`src/rtl/interval_sched_pkg.sv`:
```
// Shared definitions for the interval scheduler: FSM encoding, default counter
// width and requester indices.
package interval_sched_pkg;

  localparam int CNT_W_DEFAULT = 4;

  localparam logic REQ0 = 1'b0;
  localparam logic REQ1 = 1'b1;

  typedef enum logic [1:0] {
    IDLE  = 2'd0,
    COUNT = 2'd1,
    DONE  = 2'd2
  } state_e;

  function automatic logic [1:0] req_onehot(input logic idx);
    return (idx == REQ1) ? 2'b10 : 2'b01;
  endfunction

endpackage

```
`src/rtl/interval_counter.sv`:
```
// Shared up-counter datapath; a synchronous clear takes priority over enable.
module interval_counter
  import interval_sched_pkg::*;
#(
  parameter int CNT_W = CNT_W_DEFAULT
) (
  input  logic             clock,
  input  logic             reset,
  input  logic             clear,
  input  logic             enable,
  output logic [CNT_W-1:0] count
);

  logic [CNT_W-1:0] count_q;
  logic [CNT_W-1:0] count_d;

  always_comb begin
    count_d = count_q;
    if (clear) begin
      count_d = '0;
    end else if (enable) begin
      count_d = count_q + CNT_W'(1);
    end
  end

  always_ff @(posedge clock) begin
    if (reset) begin
      count_q <= '0;
    end else begin
      count_q <= count_d;
    end
  end

  assign count = count_q;

endmodule

```
`src/rtl/interval_scheduler.sv`:
```
// Round-robin time-sharing of one interval counter between two requesters.
// Optional INTERVAL_SCHED_PAUSE_EN adds a pause input that stalls counting.
module interval_scheduler
  import interval_sched_pkg::*;
#(
  parameter int CNT_W = CNT_W_DEFAULT
) (
  input  logic             clock,
  input  logic             reset,
  input  logic [1:0]       req,
  input  logic [CNT_W-1:0] len0,
  input  logic [CNT_W-1:0] len1,
  output logic [1:0]       gnt,
  output logic [1:0]       done,
  output logic             busy,
  output logic [CNT_W-1:0] count_out
`ifdef INTERVAL_SCHED_PAUSE_EN
  ,
  input  logic             pause
`endif
);

  state_e           state_q, state_d;
  logic             ptr_q, ptr_d;
  logic             win_q, win_d;
  logic [1:0]       gnt_q, gnt_d;
  logic [1:0]       done_q, done_d;
  logic [CNT_W-1:0] len_q, len_d;
  logic             cnt_clear;
  logic             cnt_en;
  logic             stall;
  logic             at_len;
  logic             winner;
  logic [CNT_W-1:0] count;

`ifdef INTERVAL_SCHED_PAUSE_EN
  assign stall = pause;
`else
  assign stall = 1'b0;
`endif

  // Equality is checked before any increment, so an all-ones length never wraps.
  assign at_len = (count == len_q);
  assign winner = req[ptr_q] ? ptr_q : ~ptr_q;

  always_comb begin
    state_d   = state_q;
    ptr_d     = ptr_q;
    win_d     = win_q;
    gnt_d     = gnt_q;
    done_d    = done_q;
    len_d     = len_q;
    cnt_clear = 1'b0;
    cnt_en    = 1'b0;
    case (state_q)
      IDLE: begin
        if (|req) begin
          win_d     = winner;
          gnt_d     = req_onehot(winner);
          len_d     = (winner == REQ1) ? len1 : len0;
          cnt_clear = 1'b1;
          state_d   = COUNT;
        end
      end
      COUNT: begin
        if (!stall) begin
          if (at_len) begin
            done_d  = gnt_q;
            state_d = DONE;
          end else begin
            cnt_en = 1'b1;
          end
        end
      end
      DONE: begin
        gnt_d     = 2'b00;
        done_d    = 2'b00;
        cnt_clear = 1'b1;
        ptr_d     = ~win_q;
        state_d   = IDLE;
      end
      default: begin
        state_d = IDLE;
      end
    endcase
  end

  always_ff @(posedge clock) begin
    if (reset) begin
      state_q <= IDLE;
      ptr_q   <= REQ0;
      win_q   <= REQ0;
      gnt_q   <= 2'b00;
      done_q  <= 2'b00;
    end else begin
      state_q <= state_d;
      ptr_q   <= ptr_d;
      win_q   <= win_d;
      gnt_q   <= gnt_d;
      done_q  <= done_d;
    end
  end

  // The latched length is only consulted in COUNT, which is always entered via a grant.
  always_ff @(posedge clock) begin
    len_q <= len_d;
  end

  interval_counter #(
    .CNT_W (CNT_W)
  ) u_counter (
    .clock  (clock),
    .reset  (reset),
    .clear  (cnt_clear),
    .enable (cnt_en),
    .count  (count)
  );

  assign gnt       = gnt_q;
  assign done      = done_q;
  assign busy      = (state_q != IDLE);
  assign count_out = count;

  a_gnt_onehot0: assert property (@(posedge clock) disable iff (reset) $onehot0(gnt_q));
  a_done_in_gnt: assert property (@(posedge clock) disable iff (reset) ((done_q & ~gnt_q) == 2'b00));

endmodule
```
`config.mk`:
```
export PLATFORM = sky130hd
export DESIGN_NAME = interval_scheduler
export DESIGN_NICKNAME = d
export VERILOG_FILES = /design/src/rtl/interval_sched_pkg.sv /design/src/rtl/interval_counter.sv /design/src/rtl/interval_scheduler.sv
export SDC_FILE = /design/constraint.sdc
export NUM_CORES = 1
export LEC_CHECK = 0
export CORE_MARGIN = 1.5
export CORE_UTILIZATION = 45
export DETAILED_ROUTE_END_ITERATION = 10
export HOLD_SLACK_MARGIN = 0.05
export PLACE_DENSITY = 0.83
export SYNTH_ARGS = -nofsm -noshare
export SYNTH_HDL_FRONTEND = slang
export SYNTH_SLANG_ARGS = --single-unit
```
`constraint.sdc`:
```
create_clock -name clock -period 1.9 [get_ports clock]
set_clock_uncertainty 0.1 [all_clocks]
set_input_delay 0.285 -clock clock [delete_from_list [all_inputs] [get_ports clock]]
set_output_delay 0.285 -clock clock [all_outputs]
set_load 0.02 [all_outputs]
```
======== Yosys cells after proc, flatten, opt, wreduce, memory -nomap -nowiden ========
Index checks and enable logic that the tools add are counted.
operators by class
  add/sub/neg operators ................... 1
  multiply operators ...................... 0
  div/mod/pow operators ................... 0
  $lt $le $gt $ge ......................... 1
  equality and inequality tests ........... 5
  shift operators ......................... 0
  muxes and demuxes ....................... 16
  bitwise gates (word level) .............. 2
  reductions and logical operators ........ 10
operators by type and width
  operator               count
  $pmux W2 S2            3
  $mux W2                5
  $reduce_and A2 Y1      4
  $mux W1                6
  $reduce_bool A2 Y1     3
  $add A4 B1 Y4 const B  1
  $eq A4 B4 Y1           1
  $mux W4                1
  $ne A2 B2 Y1 const B   2
  $reduce_or A2 Y1       2
  $eq A2 B1 Y1 const B   1
  $eq A2 B2 Y1 const B   1
  $logic_not A2 Y1       1
  $lt A1 B2 Y1 const B   1
  $not A1 Y1             2
  $pmux W1 S2            1
word-level totals
  register bits ........................... 16
  latch bits .............................. 0
  bits in writable memories ............... 0
  bits in read-only memories .............. 0
  input port bits ......................... 12
  word-level logic and storage cells ...... 42
  memories ................................ 0

======== Longest topological paths before layout ========
  word-level depth ........................ 6
  mapped depth ............................ 5
  mapped depth without buffers ............ 5

======== Modules after synthesis ========
Synthesis repeated with hierarchy kept, for this count alone.
unflattened totals
  cell total of the unflattened synthesis .. 73
  area total of the unflattened synthesis .. 757.0 sq um
by module, submodules not included
  module              instances  cells an instance  area each (sq um)  seq. area each (sq um)
  interval_scheduler  1          56                 579.3              280.3
  interval_counter    1          17                 177.7              80.1

======== Worst setup path before layout ========
OpenSTA, ideal clock, no wires.
  path type ............................... reg-to-reg
  start ................................... register state_q[1]
  end ..................................... register gnt_q[0], in the netlist gnt[0]
  library setup time ...................... 118 ps
  data arrival time ....................... 1295 ps
  data required time ...................... 1682 ps
  setup slack ............................. 387 ps
  cell stages (with the launch flop) ...... 5
  clock period less this slack ............ 1513 ps
  cells stage by stage .................... dfxtp_1 or2_2 or2_4 or2_1 o2111a_1
between the ends
  word-level cells in the longest chain between the ends .. 3
  elaborated cells on any way between the ends .. 6
  classes of those cells .................. eq/ne: 2; mux: 1; reduce/logical: 3
RTL lines
  item                                                          line                      text
  start: declaration                                            interval_scheduler.sv:23  state_e state_q, state_d;
  start signal: assignment                                      interval_scheduler.sv:96  state_q <= state_d;
  $eq A2 B2 Y1 or $logic_not A2 Y1 (tied branches)              interval_scheduler.sv:55  case (state_q)
  $reduce_bool A2 Y1 (no line) or $ne A2 B2 Y1 (tied branches)  n/a
  $reduce_and A2 Y1 (no line)                                   n/a
  end signal: assignment                                        interval_scheduler.sv:99  gnt_q <= gnt_d;
  end: declaration                                              interval_scheduler.sv:26  logic [1:0] gnt_q, gnt_d;
Parallel ways exist; a longest one is shown, timed or not.
A chain may end at the register's enable or synchronous reset.

======== Final worst setup path ========
  start ................................... register u_counter.count_q[0], in the netlist u_counter.count[0]
  end ..................................... output count_out[0]
RTL lines
  item                      line                      text
  start: declaration        interval_counter.sv:14    logic [CNT_W-1:0] count_q;
  start signal: assignment  interval_counter.sv:30    count_q <= count_d;
  end: declaration          interval_scheduler.sv:16  output logic [CNT_W-1:0] count_out
No word-level cell between the ends.

==> metrics.cfg <==
[sta]
rsz0062_at_grt=false
setup_tns_ps=0
fmax_ghz=0.568
post-route-min-period_ps=1760
maxSlewViolCount=0
period_share=0.926
worst_slew_margin_rel=0.748
hold_viol=0
tightestPinTransition_ps=377
setup_violations=0
worst_slack_ps=140

[die]
start_util=0.485
die_y_um=43.5
die-area_mm2=0.00190
rows=14
core_area_mm2=0.00152
io_pins=21
die_w_um=43.5

[layout]
drive_gt1_frac=0.153
n_antenna_cell=0
seq_area_um2=360
area_growth_pct=36.5
nFillCells=126
multi_input_area_um2=360
final_common_cell=clkdlybuf4s50_1
layout_common_cells=clkdlybuf4s50_1, dfxtp_1, a21oi_1
layout.nets=112

[synth]
yosysTopAreaCell=dfxtp_1
syn-cell-area_um2=739
ys_warn_count=0
synthFlopType=dfxtp_1
yosys.cell_types.count=28
ys_async_sr_fraction=0
avgSynthCellArea_um2=10.1
synth_edf_count=4
synth.net_count=86
netlist_instances=73
ys_ff_latch=16
synthTopCellsByArea=dfxtp_1, edfxtp_1, mux2_2
synth_top_area_frac=0.325
ys_seq_area_frac=0.487

[clocking]
htreeDepth=1
root_buffer=clkbuf_4
clockBufferDepth=2
clk_pin_slew_ps=100
cts_tree=done
cts-buffers-inserted=3
cts_setup_buffers=0
clock_sinks=16
insertion_delay_ps=280

[setup_path]
cp-end-kind=output pin
crit_family=buffers and inverters
slowest_stage=clkdlybuf4s50_1
critPathBufInv=1
cp_max_fo=5
critPathRequiredTime_ps=1510
path_depth=1
r2r_end=gnt[0]
r2r-start=state_q[1]
path_cells=clkdlybuf4s50_1
r2r_slack_ps=400
critical-path-max-stage-delay_ps=650
cp-start-kind=register
critical_path_class=register to output pin
worstRegToRegCells=4
cp.arrival_ps=1370

[job]
cap_violations=0

[status]
status=complete, no violations

[drt]
drt.antenna.violating_nets=0
wl_per_cell_um=13.4
drt_pass1_iterations=4
initialDrtViolationCount=23
vias=631
drc=0
routed_wl_um=1530
vias_per_cell=5.54

[global_route]
overflow=0
grt_pass1_wl_um=2450
grt_max_degree=10
grt_pass1_vias=580
grt_use_total=0.170
antenna_found_initial=0

[pwr]
power_frac_comb=0.188
intPower_w=0.000562
seqPwrFrac=0.515
power.density_mw_per_mm2=745
p_sw_frac=0.252
power.share.clock=0.297
switching_power_w=0.000190
ir_worst_vdd_uv=708
power_leakage_nw=0.378

[placement]
port_buffers=20
hpwlAfterDp_um=1140
pre_cts_ws_ps=82.7
gp_congestion=0.848

[hold_path]
min_to=win_q
hp-start=win_q
hold_path_class=register to register
min_path_cells=2

-- synth_stat cells, types with 2 or more instances --
master / instances
nand2_1: 3
mux2_2: 4
a21oi_1: 7
nand3_1: 3
nand2b_1: 2
xnor2_1: 5
nor3_1: 2
inv_1: 4
edfxtp_1: 4
dfxtp_1: 12
o211ai_1: 2
nand4_1: 3
nor2_1: 6
o21ai_0: 2
-- tightest hold or removal path, cell delays in order (launching register included) --
cell,delay [ps]
dfxtp_1,330
nand2_1,50
a21oi_1,60
-- layer usage --
metal,vias to the layer above,share of wire,global-route usage
li1,317,-,-
met1,294,0.46,0.213
met5,-,0,0
met4,0,0.0085,0.0667
met3,2,0.039,0.0375
met2,18,0.49,0.287
-- timing repair --
action / in CTS / in global routing
setup endpoints to repair: 0 / 1
hold buffers: 0 / 0
resized for setup: 0 / 1
endpoints found under the hold margin: 0 / 0
-- state kept, by name (all words and copies together), names as in the netlist --
register	cells
len_q	4
win_q	1
gnt	2
state_q	2
u_counter.count	4
done	2
ptr_q	1
-- cell type report --
cell class | instances | area share
Sequential cell | 16 | 0.357
Timing Repair Buffer | 22 | 0.216
Multi-Input combinational cell | 52 | 0.357
Tap cell | 16 | 0.0198
Clock buffer | 4 | 0.0359
Inverter | 4 | 0.0149
-- how the worst max path moves through the flow --
stage / end / slack [ps] / startpoint
after global placement: len_q[2] / 120 / req[0]
after detailed placement: len_q[1] / 80 / req[0]
after global routing: count_out[0] / 90 / u_counter.count[0]
final: count_out[0] / 140 / u_counter.count[0]
after floorplan: gnt[0] / 390 / state_q[1]
after CTS: busy / 20 / state_q[1]
-- kinds of logic (layout without fill, tap and decap cells) --
logic type	count (synthesis)	count (layout)	share of synthesized area
AOI/OAI and AO/OA	16	16	0.154
xor gates and xnor gates	5	5	0.0592
adders and majority gates	1	1	0.0169
buffers and inverters	5	30	0.0254
DFF	16	16	0.487
muxes	5	5	0.0744
and+or+nand+nor	25	25	0.183
-- power by group through the flow --
stage               combinational, W  sequential [W]  clock (W)
global route                0.000153        0.000390   0.000245
floorplan                  0.0000769        0.000399          0
global placement            0.000138        0.000394          0
finish                      0.000141        0.000387   0.000223
CTS                         0.000142        0.000387   0.000227
detailed placement          0.000142        0.000395          0
-- per-stage QoR --
| stage | cell area (um2) | hold slack [ps] | std cells | total power [W] | utilization |
|---|---|---|---|---|---|
| after floorplan | 739 | 337 | 73 | 0.000476 | - |
| after global placement | 971 | 343 | 110 | 0.000533 | 0.637 |
| after detailed placement | 971 | 350 | 110 | 0.000537 | 0.637 |
| after CTS | 1010 | 364 | 114 | 0.000756 | 0.661 |
| after global routing | 1010 | 384 | 114 | 0.000788 | 0.663 |
| final | 1010 | 374 | 114 | 0.000752 | 0.663 |
Note: power is estimated with default switching activity, not from simulation.
